[src/rtl/rtc_bus_seq.sv]
// rtc_bus_seq: bus-master sequencer sharing the RTC register bank between
// the offset servo, the frequency loop (tick increment) and the time-read
// client. Each granted request becomes a fixed series of single-cycle
// bus2ip accesses, followed by a guard interval so that self-clearing
// control bits in the RTC have settled before the next sequence starts.
module rtc_bus_seq #(
  parameter logic [23:0] BASE           = 24'hA0_0000,
  // Idle cycles after every sequence; must be at least 3 to cover the
  // self-clear pipeline inside the RTC block.
  parameter int unsigned GUARD_CYC      = 4,
  // Register offsets inside the RTC block (ptpv2 register map).
  parameter logic [7:0]  RTC_CTL_ADDR   = 8'h00,
  parameter logic [7:0]  TICK_INC_ADDR  = 8'h08,
  parameter logic [7:0]  NS_OFST_ADDR   = 8'h0C,
  parameter logic [7:0]  SC_OFST_ADDR0  = 8'h10,
  parameter logic [7:0]  SC_OFST_ADDR1  = 8'h14,
  parameter logic [7:0]  CUR_TM_ADDR0   = 8'h20,
  parameter logic [7:0]  CUR_TM_ADDR1   = 8'h24,
  parameter logic [7:0]  CUR_TM_ADDR2   = 8'h28
) (
  input  logic         bus2ip_clk,
  input  logic         bus2ip_rst_n,
  // offset servo
  input  logic         ofs_req_i,
  input  logic [47:0]  ofs_sc_i,
  input  logic [31:0]  ofs_ns_i,
  input  logic         intxms_sel_i,
  output logic         ofs_ack_o,
  // frequency loop
  input  logic         inc_req_i,
  input  logic [31:0]  inc_val_i,
  output logic         inc_ack_o,
  // time-read client
  input  logic         rd_req_i,
  output logic         rd_ack_o,
  output logic [79:0]  rd_std_o,
  output logic [15:0]  rd_fns_o,
  // bus2ip master port
  output logic [31:0]  m_addr_o,
  output logic [31:0]  m_data_o,
  output logic         m_wr_ce_o,
  output logic         m_rd_ce_o,
  input  logic [31:0]  m_data_i,
  output logic         busy_o
);

  localparam int unsigned CNT_W = (GUARD_CYC > 2) ? $clog2(GUARD_CYC) : 2;
  localparam logic [CNT_W-1:0] GUARD_LAST = CNT_W'(GUARD_CYC - 1);

  typedef enum logic [3:0] {
    IDLE,
    OFS_NS,
    OFS_SC0,
    OFS_SC1,
    OFS_CTL,
    INC_WR,
    RD0,
    RD1,
    RD2,
    RD_CAP,
    GUARD
  } state_t;

  state_t             state;
  logic [CNT_W-1:0]   guard_cnt;

  // Grants are decided only in IDLE, fixed priority ofs > inc > rd.
  logic               gnt_ofs;
  logic               gnt_inc;
  logic               gnt_rd;

  // Payload captured at grant; the running sequence never looks at the
  // live request inputs again.
  logic [47:0]        ofs_sc_q;
  logic               intxms_q;

  // First two read words, held until the third arrives.
  logic [31:0]        tm_w0_q;
  logic [31:0]        tm_w1_q;

  // Full 32-bit bus address for a register offset in the RTC block.
  function automatic logic [31:0] reg_addr(input logic [7:0] ofs);
    return {BASE, ofs};
  endfunction

  // RTC_CTL word: intxms_sel plus the self-clearing offset-load bit.
  function automatic logic [31:0] ctl_word(input logic intxms);
    return {29'h0, intxms, 1'b0, 1'b1};
  endfunction

  // Fixed-priority arbitration, evaluated only while idle.
  always_comb begin
    gnt_ofs = 1'b0;
    gnt_inc = 1'b0;
    gnt_rd  = 1'b0;
    if (state == IDLE) begin
      if (ofs_req_i) begin
        gnt_ofs = 1'b1;
      end else if (inc_req_i) begin
        gnt_inc = 1'b1;
      end else if (rd_req_i) begin
        gnt_rd = 1'b1;
      end
    end
  end

  // Offset payload is frozen at grant (data path, no reset needed).
  always_ff @(posedge bus2ip_clk) begin
    if (gnt_ofs) begin
      ofs_sc_q <= ofs_sc_i;
      intxms_q <= intxms_sel_i;
    end
  end

  // Slave read data arrives one cycle after each strobe; park words 0 and 1.
  always_ff @(posedge bus2ip_clk) begin
    if (state == RD1) begin
      tm_w0_q <= m_data_i;
    end
    if (state == RD2) begin
      tm_w1_q <= m_data_i;
    end
  end

  // Sequencer FSM; every bus and handshake output is registered here so the
  // value for a state is launched on the edge that enters that state.
  always_ff @(posedge bus2ip_clk or negedge bus2ip_rst_n) begin
    if (!bus2ip_rst_n) begin
      state     <= IDLE;
      guard_cnt <= '0;
      m_addr_o  <= '0;
      m_data_o  <= '0;
      m_wr_ce_o <= 1'b0;
      m_rd_ce_o <= 1'b0;
      ofs_ack_o <= 1'b0;
      inc_ack_o <= 1'b0;
      rd_ack_o  <= 1'b0;
      rd_std_o  <= '0;
      rd_fns_o  <= '0;
      busy_o    <= 1'b0;
    end else begin
      // Strobes and acks are single-cycle; bus lines idle at zero.
      m_addr_o  <= '0;
      m_data_o  <= '0;
      m_wr_ce_o <= 1'b0;
      m_rd_ce_o <= 1'b0;
      ofs_ack_o <= 1'b0;
      inc_ack_o <= 1'b0;
      rd_ack_o  <= 1'b0;

      case (state)
        IDLE: begin
          if (gnt_ofs) begin
            state     <= OFS_NS;
            busy_o    <= 1'b1;
            m_wr_ce_o <= 1'b1;
            m_addr_o  <= reg_addr(NS_OFST_ADDR);
            m_data_o  <= ofs_ns_i;
          end else if (gnt_inc) begin
            state     <= INC_WR;
            busy_o    <= 1'b1;
            m_wr_ce_o <= 1'b1;
            m_addr_o  <= reg_addr(TICK_INC_ADDR);
            m_data_o  <= inc_val_i;
          end else if (gnt_rd) begin
            state     <= RD0;
            busy_o    <= 1'b1;
            m_rd_ce_o <= 1'b1;
            m_addr_o  <= reg_addr(CUR_TM_ADDR0);
          end
        end

        OFS_NS: begin
          state     <= OFS_SC0;
          m_wr_ce_o <= 1'b1;
          m_addr_o  <= reg_addr(SC_OFST_ADDR0);
          m_data_o  <= ofs_sc_q[47:16];
        end

        OFS_SC0: begin
          state     <= OFS_SC1;
          m_wr_ce_o <= 1'b1;
          m_addr_o  <= reg_addr(SC_OFST_ADDR1);
          m_data_o  <= {16'h0, ofs_sc_q[15:0]};
        end

        OFS_SC1: begin
          state     <= OFS_CTL;
          m_wr_ce_o <= 1'b1;
          m_addr_o  <= reg_addr(RTC_CTL_ADDR);
          m_data_o  <= ctl_word(intxms_q);
        end

        OFS_CTL: begin
          state     <= GUARD;
          guard_cnt <= '0;
          ofs_ack_o <= 1'b1;
        end

        INC_WR: begin
          state     <= GUARD;
          guard_cnt <= '0;
          inc_ack_o <= 1'b1;
        end

        RD0: begin
          state     <= RD1;
          m_rd_ce_o <= 1'b1;
          m_addr_o  <= reg_addr(CUR_TM_ADDR1);
        end

        RD1: begin
          state     <= RD2;
          m_rd_ce_o <= 1'b1;
          m_addr_o  <= reg_addr(CUR_TM_ADDR2);
        end

        RD2: begin
          state <= RD_CAP;
        end

        // Third word is on m_data_i now; publish the whole snapshot at once.
        RD_CAP: begin
          state     <= GUARD;
          guard_cnt <= '0;
          rd_ack_o  <= 1'b1;
          rd_std_o  <= {tm_w0_q, tm_w1_q, m_data_i[31:16]};
          rd_fns_o  <= m_data_i[15:0];
        end

        GUARD: begin
          if (guard_cnt == GUARD_LAST) begin
            state  <= IDLE;
            busy_o <= 1'b0;
          end else begin
            guard_cnt <= guard_cnt + 1'b1;
          end
        end

        default: begin
          state  <= IDLE;
          busy_o <= 1'b0;
        end
      endcase
    end
  end

endmodule

[config.mk]
export PLATFORM = sky130hd
export DESIGN_NAME = rtc_bus_seq
export DESIGN_NICKNAME = d
export VERILOG_FILES = /design/src/rtl/rtc_bus_seq.sv
export SDC_FILE = /design/constraint.sdc
export NUM_CORES = 1
export LEC_CHECK = 0
export CAP_MARGIN = 20
export CORE_MARGIN = 2
export CORE_UTILIZATION = 40
export DETAILED_ROUTE_END_ITERATION = 12
export PLACE_DENSITY = 0.74
export SYNTH_ARGS = -nofsm -noshare
export SYNTH_HDL_FRONTEND = slang
export SYNTH_SLANG_ARGS = --single-unit
[constraint.sdc]
create_clock -name bus2ip_clk -period 2.1 [get_ports bus2ip_clk]
set_input_delay 0.315 -clock bus2ip_clk [delete_from_list [all_inputs] [get_ports bus2ip_clk]]
set_output_delay 0.315 -clock bus2ip_clk [all_outputs]
set_load 0.02 [all_outputs]
Word-level counts from Yosys, hierarchy flattened

Index checks and enable logic that the tools add are counted.

Reduce and logical (&&, ||, !) cells: 9
Add/sub/neg operators: 1
Bitwise operators: 1
Mux-type cells: 38
Equal/unequal tests: 14

Operators with widths:

| cell                                                            | count |
|---|---|
| 32-bit case mux with 6 select lines                             | 1 |
| 32-bit two-way mux                                              | 5 |
| 32-bit case mux with 4 select lines                             | 1 |
| 4-bit case mux with 9 select lines                              | 1 |
| 1-bit two-way mux                                               | 21 |
| 4-bit by 3-bit == test with 1-bit output, second input constant | 4 |
| 4-bit two-way mux                                               | 4 |
| 4-bit == test, second input constant                            | 3 |
| 9-bit OR reduction                                              | 1 |
| 4-bit by 2-bit == test with 1-bit output, second input constant | 2 |
| 3-bit OR reduction                                              | 2 |
| 4-bit by 1-bit == test with 1-bit output, second input constant | 1 |
| 4-bit zero test                                                 | 1 |
| 2-bit != test, second input constant                            | 2 |
| 4-bit != test, second input constant                            | 1 |
| 1-bit case mux with 2 select lines                              | 2 |
| 2-bit case mux with 2 select lines                              | 1 |
| 2-bit AND reduction                                             | 2 |
| 1-bit case mux with 3 select lines                              | 1 |
| 3-bit AND reduction                                             | 1 |
| 2-bit by 1-bit adder with 2-bit output, second input constant   | 1 |
| 2-bit == test, second input constant                            | 1 |
| 2-bit two-way mux                                               | 1 |
| 2-bit nonzero test                                              | 1 |
| other kinds (2)                                                 | 2 |

Register bits after elaboration: 285

Logic depth before layout (Yosys ltp)

Gate-level depths: netlist of run 1.

Depth after elaboration: 8
Mapped depth: 6

Worst setup path before layout of run 1

OpenSTA, ideal clock, no wires.

Path kind: reg-to-reg
From: register state[0]
To: register tm_w1_q[0] (enable)
Setup slack: -0.248 ns
Arrival: 1.956 ns
Stages on the path, launching flop included: 6
Clock period less this slack: 2.348 ns
Cell sequence: dfrtp_1 buf_2 clkbuf_1 clkbuf_1 nor3_1 and2_1

Word-level cells in the longest chain between the ends: 1

Ends and longest elaborated chain:

| element                  | RTL line | text |
|---|---|---|
| start: declaration       | 64       | `state_t state;` |
| start signal: assignment | 129      | `state <= IDLE;` |
| start signal: assignment | 154      | `state <= OFS_NS;` |
| start signal: assignment | 160      | `state <= INC_WR;` |
| 4-bit == test            | 120      | `if (state == RD2) begin` |
| end signal: assignment   | 121      | `tm_w1_q <= m_data_i;` |
| end: declaration         | 79       | `logic [31:0] tm_w1_q;` |

Every way passes these cells.
A chain may end at the register's enable or synchronous reset.

Final worst setup path of run 1

From: register state[1]
To: register m_data_o[19]

Word-level cells in the longest chain between the ends: 5
Elaborated cells on any way between the ends: 9
Classes of those cells: 3 x eq/ne; 5 x mux; 1 x reduce/logical

Ends and longest elaborated chain:

| element                                 | RTL line | text |
|---|---|---|
| 4-bit zero test                         | 96, 151  |  |
| 1-bit two-way mux                       | 96       | `if (state == IDLE) begin` |
| 32-bit two-way mux                      | 159      | `end else if (gnt_inc) begin` |
| 32-bit two-way mux                      | 153      | `if (gnt_ofs) begin` |
| 32-bit case mux with 4 select lines (*) | 151      | `case (state)` |
| end signal: assignment                  | 158      | `m_data_o <= ofs_ns_i;` |
| end signal: assignment                  | 164      | `m_data_o <= inc_val_i;` |
| end signal: assignment                  | 177      | `m_data_o <= ofs_sc_q[47:16];` |
| end: declaration                        | 40       | `output logic [31:0] m_data_o,` |

Mark *: on every way between the ends. The rest lies on a longest branch, timed or not.

==> results of run 1 <==
[state kept, by name (all words and copies together), names as in the netlist, 4 cells and up]
name / count
tm_w1_q: 32
tm_w0_q: 32
rd_fns_o: 16
rd_std_o: 80
m_addr_o: 5
state: 4
m_data_o: 32
ofs_sc_q: 48
[final cells by class]
| class | instances | share of cell area |
|---|---|---|
| flip-flops and latches | 258 | 0.503 |
| repair buffers | 323 | 0.234 |
| multi-input cells | 281 | 0.168 |
| clock buffers | 31 | 0.0510 |
| well taps | 319 | 0.0286 |
| clock inverters | 19 | 0.0144 |
| inverters | 3 | 0.000807 |
[kinds of logic after synthesis]
| group | share of synthesized area |
|---|---|
| flops | 0.729 |
| mux | 0.113 |
| simple gates | 0.0530 |
| compound gates | 0.0612 |
| buf+inv | 0.0398 |
| xor+xnor | 0.00182 |
| fa+ha+maj | 0.00130 |
| other cells | 0.000389 |
[cell usage in the layout (no fill, tap or decap), types with 3 or more instances in the layout]
cell type,Yosys,routed
edfxtp_1,113,113
clkbuf_16,0,27
mux2_2,97,97
dfrtp_1,145,145
nand2_1,10,10
clkdlybuf4s50_1,0,288
nand2b_1,3,3
clkinv_1,0,3
inv_1,3,3
conb_1,1,26
o21a_1,3,3
nor2_1,6,6
a21oi_1,23,23
bufinv_16,0,4
a221o_1,18,18
buf_12,0,9
nor2b_1,3,3
nor4b_1,3,3
nor3_1,5,5
nand4bb_1,6,6
and2_1,20,18
a222oi_1,6,6
buf_4,30,24
a32oi_1,7,7
o21ai_0,3,3
nand3_1,9,9
a21o_1,8,8
clkinv_2,0,9
[Yosys cell counts, drive strengths merged (2+ instances only)]
| cell | n |
|---|---|
| a21oi | 23 |
| a222oi | 6 |
| a32oi | 7 |
| o211ai | 2 |
| nor4b | 4 |
| nor3 | 5 |
| xor2 | 2 |
| nor2b | 3 |
| o21ai | 3 |
| and2 | 20 |
| nand2 | 10 |
| or3 | 2 |
| inv | 3 |
| a21o | 8 |
| dfrtp | 145 |
| mux2 | 97 |
| a221o | 18 |
| edfxtp | 113 |
| nand4bb | 6 |
| o21a | 3 |
| nor2 | 6 |
| nand3 | 9 |
| nand2b | 3 |
| buf | 50 |
| clkbuf | 13 |
[power by group]
part | switching (mW) | internal (mW)
combinational | 4.00 | 4.04
clock | 1.94 | 2.92
sequential | 0.739 | 6.97
total | 6.68 | 13.9
[routing by layer]
layer	up-vias	track usage
li1	2742	-
met1	3078	0.223
met2	284	0.316
met3	38	0.0706
met4	0	0.0471
met5	-	0
[final timing paths]
kind / slack (ns) / cells past startpoint / from / end
worst max-delay path: 0.16 / 4 / state[1] / m_data_o[19]
worst min-delay path: 0.28 / 2 / bus2ip_rst_n / rd_std_o[30]
worst max register to register: 0.16 / 4 / state[1] / m_data_o[19]
worst min register to register: 0.47 / 1 / tm_w0_q[7] / rd_std_o[55]
max in group asynchronous: 1.18 / 3 / bus2ip_rst_n / m_data_o[3]
min in group bus2ip_clk: 0.34 / 1 / ofs_sc_i[21] / ofs_sc_q[21]
[timing repair]
action / CTS / global route
setup endpoints to repair: 0 / 0
endpoints found under the hold margin: 41 / 0
hold buffers: 1 / 0
gates resized for setup: 0 / 0
setup buffers: 0 / 0
==> summary.md, run 1 <==
| Metric | Value |
|---|---|
| Buffers & Inverters on Critical Path | 1 |
| ANT nets after route | 0 |
| First-pass GRT wire length | approximately 37000 um |
| Initial core utilization | 0.409 |
| Vias in the first global route | ~6300 |
| Number of enable flip-flop cells after synthesis | 113 |
| Gp weighted congestion | between 0.7 and 0.8 |
| Fillers | 1845 |
| Placed inst area | ~13000 um2 |
| #FFs+latches synth | approximately 260 |
| FFs w/ async S/R, synth | 0.562 |
| Worst min-delay path category | in2async |
| Max Fclk | 514 MHz |
| Met2 wire len | 11800 um |
| Num ports | approximately 320 |
| Worst setup EP type | register |
| Crit path max-delay family | simple AND/OR/NAND/NOR gates |
| Residual DRC | 0 |
| Root Buffer | clkbuf_16 |
| Count of non-filler cells in the finished layout | ~1200 |
| Slew Viols, Final | 0 |
| Drt initial violations | just under 300 |
| Largest stage delay, worst path | between 0.6 and 0.7 ns |
| Synth top area cells | dfrtp_1 (38%), edfxtp_1 (35%), mux2_2 (11%) |
| CTS sink cnt | about 260 |
| Final setup margin | approximately 0.16 ns |
| PD cells | between 1000 and 1500 nW/um2 |
| Met3 wire length | 2360 um |
| Final min period | 1.94 ns |
| Critical-path top delay cell | and2_1 |
| H-Tree Depth | 1 |
| RSZ-0062 raised after global routing | false |
| Peak supply drop | just under 700 uV |
| Final period util | 0.926 |
| # Max-Cap Violations | 0 |
| TritonRoute pass-1 iters | 6 |
| Clk_skew | about 0.011 ns |
| Pwr Total | approximately 21 mW |
| Worst Max-Slew Pin Slew | approximately 0.69 ns |
| YS warnings | 0 |
| Synth top area share | 0.377 |
| Worst skew pair latency | approximately 0.53 ns |
| Worst Path Class, Setup | reg2reg |
| Share of the yosys chip area belonging to registers | 0.729 |
| Mapped Area | approximately 9600 um2 |
| Cell variety after synth | 47 |
| Hold Vio Cnt, Final | 0 |
| Total track usage | 0.185 |
| Post-Route WL | between 20000 and 25000 um |
| Footprint of the multi-input gates | 2340 um2 |
| DIE AREA | 25300 um2 |
| HPWL Detailed | 17000 um |
| Required @ worst endpoint | ~2.6 ns |
| CP Data Arrival Time | ~2.4 ns |
| Cell count after placement | 1183 |
| Uppermost layer routed | met4 |
| Total CTS buffers | 27 |
| IO Port Bufs | just under 300 |
| Avg Cell Area, Syn | 16.6 um2 |
| Status | complete, no violations |
| CTS tree | done |
| Finish-stage setup viols | 0 |
| CP Max Fanout | 18 |
| Leakage power | roughly 5.5 nW |
| Slew Limit Headroom | 0.538 |
| Final Net Count | around 1000 |
| Routed vias | around 6100 |
| Die span in y | ~160 um |
| Num rows | 56 |
| Hold_ws | 0.284 ns |
| Post-synth top flop | dfrtp_1 |
| Area Growth Syn to Fin | 44.8% |
| Grt total ovfl | 0 |
| Layout cells sized above 1 | 0.200 |
| Vias per cell | between 4 and 5 |
| Place WS | -0.114 ns |
| Diodes inserted | 0 |
| Critical path launch point type | register |
| Core area | around 24000 um2 |
| Synth Instances | 580 |
| Initial antenna violation count | 0 |
| Post-Layout Inst Area | between 10000 and 15000 um2 |
| Die X | 159 um |
| Worst-path clk slew | 0.06 ns |
| Setup TNS | 0 ns |
| Synth area leader | dfrtp_1 |
| Max clock buf depth | 3 |
| Wire length per cell | between 15 and 20 um |
| Storage cell area | ~7000 um2 |
| WL met1 | ~9400 um |
| Pin count of the biggest net entering global routing | 48 |
| Final core utilization | 0.592 |
| CP cell instances | buf_4 > nor4_4 > and2_1 > a221o_1 |
Note: power is estimated with default switching activity, not from simulation.
==> inputs of run 2 (changes only) <==
--- a/config.mk
+++ b/config.mk
@@ -9,7 +9,7 @@
 export CORE_MARGIN = 2
 export CORE_UTILIZATION = 40
 export DETAILED_ROUTE_END_ITERATION = 12
-export PLACE_DENSITY = 0.74
+export PLACE_DENSITY = 0.72
 export SYNTH_ARGS = -nofsm -noshare
 export SYNTH_HDL_FRONTEND = slang
 export SYNTH_SLANG_ARGS = --single-unit
==> run 2 against run 1 <==
Compared with the run above:
- register-to-register slack is essentially flat
- critical path type unchanged
- cell count is the same
- critical path depth is the same
- largest cell class unchanged
- via count shrank 2.3%
- largest power group unchanged
- non-clock buffer count is the same
- design area grew 0.37%
- sequential cell count is the same
- setup slack lost 0.0053 ns
==> summary.md, run 2 (synthesis results as in run 1) <==
| Metric | Value |
|---|---|
| Critical path launch point type | register |
| Area Growth Syn to Fin | 45.4% |
| Hold_ws | 0.154 ns (-0.131 ns) |
| CP Max Fanout | 18 (unchanged) |
| PD cells | 1490 nW/um2 (+0.53%) |
| Post-Route WL | 23700 um (-1.5%) |
| Initial antenna violation count | 0 (unchanged) |
| Diodes inserted | 0 (unchanged) |
| Total track usage | 0.184 (-0.00171) |
| DIE AREA | 25300 um2 (unchanged) |
| # Max-Cap Violations | 0 (unchanged) |
| Num ports | 316 (unchanged) |
| Num rows | 56 (unchanged) |
| Largest Register | rd_std_o |
| Most frequent cells in the layout | clkdlybuf4s50_1 (288), dfrtp_1 (145), edfxtp_1 (113) |
| Pwr Total | 20.8 mW (+0.90%) |
| Met3 Usage GRT | 0.0625 (-0.00808) |
| Drt initial violations | 295 (+0.34%) |
| Max Fclk | 513 MHz (-0.27%) |
| Worst Max-Slew Pin Slew | 0.918 ns (+0.226 ns) |
| Status | complete, no violations |
| Required @ worst endpoint | 2.56 ns (about the same) |
| Worst setup EP type | register |
| IO Port Bufs | 289 (unchanged) |
| ANT nets after route | 0 (unchanged) |
| Gp weighted congestion | 0.782 (-0.20%) |
| Worst skew pair latency | 0.53 ns (about the same) |
| Slew Limit Headroom | 0.387 (-0.152) |
| Finish-stage setup viols | 0 (unchanged) |
| Die X | 159 um (unchanged) |
| Clk_skew | 0.0112 ns (+0.000558 ns) |
| Worst-path clk slew | 0.06 ns (about the same) |
| Path depth of the worst reg2reg path | 4 (unchanged) |
| Initial core utilization | 0.409 (unchanged) |
| HPWL Detailed | 16900 um (-0.38%) |
| Peak supply drop | 766 uV (+13%) |
| CTS sink cnt | 258 (unchanged) |
| Core area | 23500 um2 (unchanged) |
| Resized cells post-CTS | 0 (unchanged) |
| CP Launch Point | state[2] |
| First-pass GRT wire length | 36600 um (-0.49%) |
| TritonRoute pass-1 iters | 5 (-1) |
| Setup bufs post-CTS | 0 (unchanged) |
| Footprint of the multi-input gates | 2340 um2 (unchanged) |
| Residual DRC | 0 (unchanged) |
| Grt total ovfl | 0 (unchanged) |
| Final min period | 1.95 ns (+0.00526 ns) |
| Largest regs | rd_std_o x80, ofs_sc_q x48 |
| Max clock buf depth | 3 (unchanged) |
| Fillers | 1853 (+0.43%) |
| Vias per cell | 4.86 (-2.3%) |
| H-Tree Depth | 1 (unchanged) |
| Met1 GRT Util | 0.222 (-0.00112) |
| Pin count of the biggest net entering global routing | 83 (+73%) |
| Layout cells sized above 1 | 0.196 (-0.00437) |
| Hold-fix buffers at CTS | 1 (unchanged) |
| Final Net Count | 1045 (unchanged) |
| Worst min-delay path category | in2async |
| CP Data Arrival Time | 2.41 ns (about the same) |
| Die span in y | 159 um (unchanged) |
| Final period util | 0.928 (+0.00251) |
| Routed vias | 5999 (-2.3%) |
| Hold Vio Cnt, Final | 0 (unchanged) |
| CTS tree | done |
| Wire length per cell | 19.2 um (-1.5%) |
| Worst reg2reg startpoint | state[2] |
| Leakage power | 5.47 nW (+0.32%) |
| Root Buffer | clkbuf_16 |
| Max reg flops | 80 (unchanged) |
| Most common cell after layout, fill and taps aside | clkdlybuf4s50_1 |
| Storage cell area | 7020 um2 (unchanged) |
| Met2 Usage GRT | 0.320 (+0.00395) |
| Vias in the first global route | 6449 (+2.3%) |
| Slew Viols, Final | 0 (unchanged) |
| Worst Path Class, Setup | reg2reg |
| RSZ-0062 raised after global routing | false |
| Most crowded layer after global routing | met2 |
| Total CTS buffers | 27 (unchanged) |
[run 2: layout make-up]
| class | count | share of cell area |
|---|---|---|
| clock buffers | 34 | 0.0516 |
| clock inverters | 16 | 0.0164 |
| inverters | 3 | 0.000804 |
| multi-input cells | 281 | 0.167 |
| flip-flops and latches | 258 | 0.502 |
| well taps | 319 | 0.0285 |
| repair buffers | 323 | 0.234 |
[run 2: worst paths after layout]
kind,endpoint,slack (ns)
max in group asynchronous,m_addr_o[29],1.30
min in group bus2ip_clk,ofs_sc_q[38],0.34
hold / removal,rd_fns_o[13],0.15
setup / recovery,m_data_o[19],0.15
hold reg to reg,rd_std_o[44],0.47
setup reg to reg,m_data_o[19],0.15
[run 2: power by group]
part | internal (mW) | switching (mW) | total, mW
combinational | 4.06 | 3.96 | 8.03
sequential | 6.97 | 0.750 | 7.72
clock | 3.16 | 1.89 | 5.05
total | 14.2 | 6.60 | 20.8
[run 2: layer usage]
layer,vias up,part of all wire
li1,2743,-
met1,2969,0.38
met2,256,0.50
met3,31,0.095
met4,0,0.020
met5,-,0
[run 2: metrics by stage]
step | utilization | setup slack, ns | area (um2) | instances | TNS, ns
finish | 0.595 | 0.151 | 14000 | 1234 | 0
global route | 0.595 | 0.0283 | 14000 | 1234 | 0
CTS | 0.595 | 0.102 | 14000 | 1234 | 0
detailed placement | 0.554 | -0.0407 | 13000 | 1183 | -0.519
global placement | 0.554 | -0.0270 | 13000 | 1183 | -0.416
floorplan | - | 0.0727 | 9730 | 605 | 0
[run 2: critical path: stages (launching register included)]
cell and delay [ns]:
dfrtp_1 0.54, nor4_4 0.27, buf_4 0.19, and2_1 0.59
a221o_1 0.28
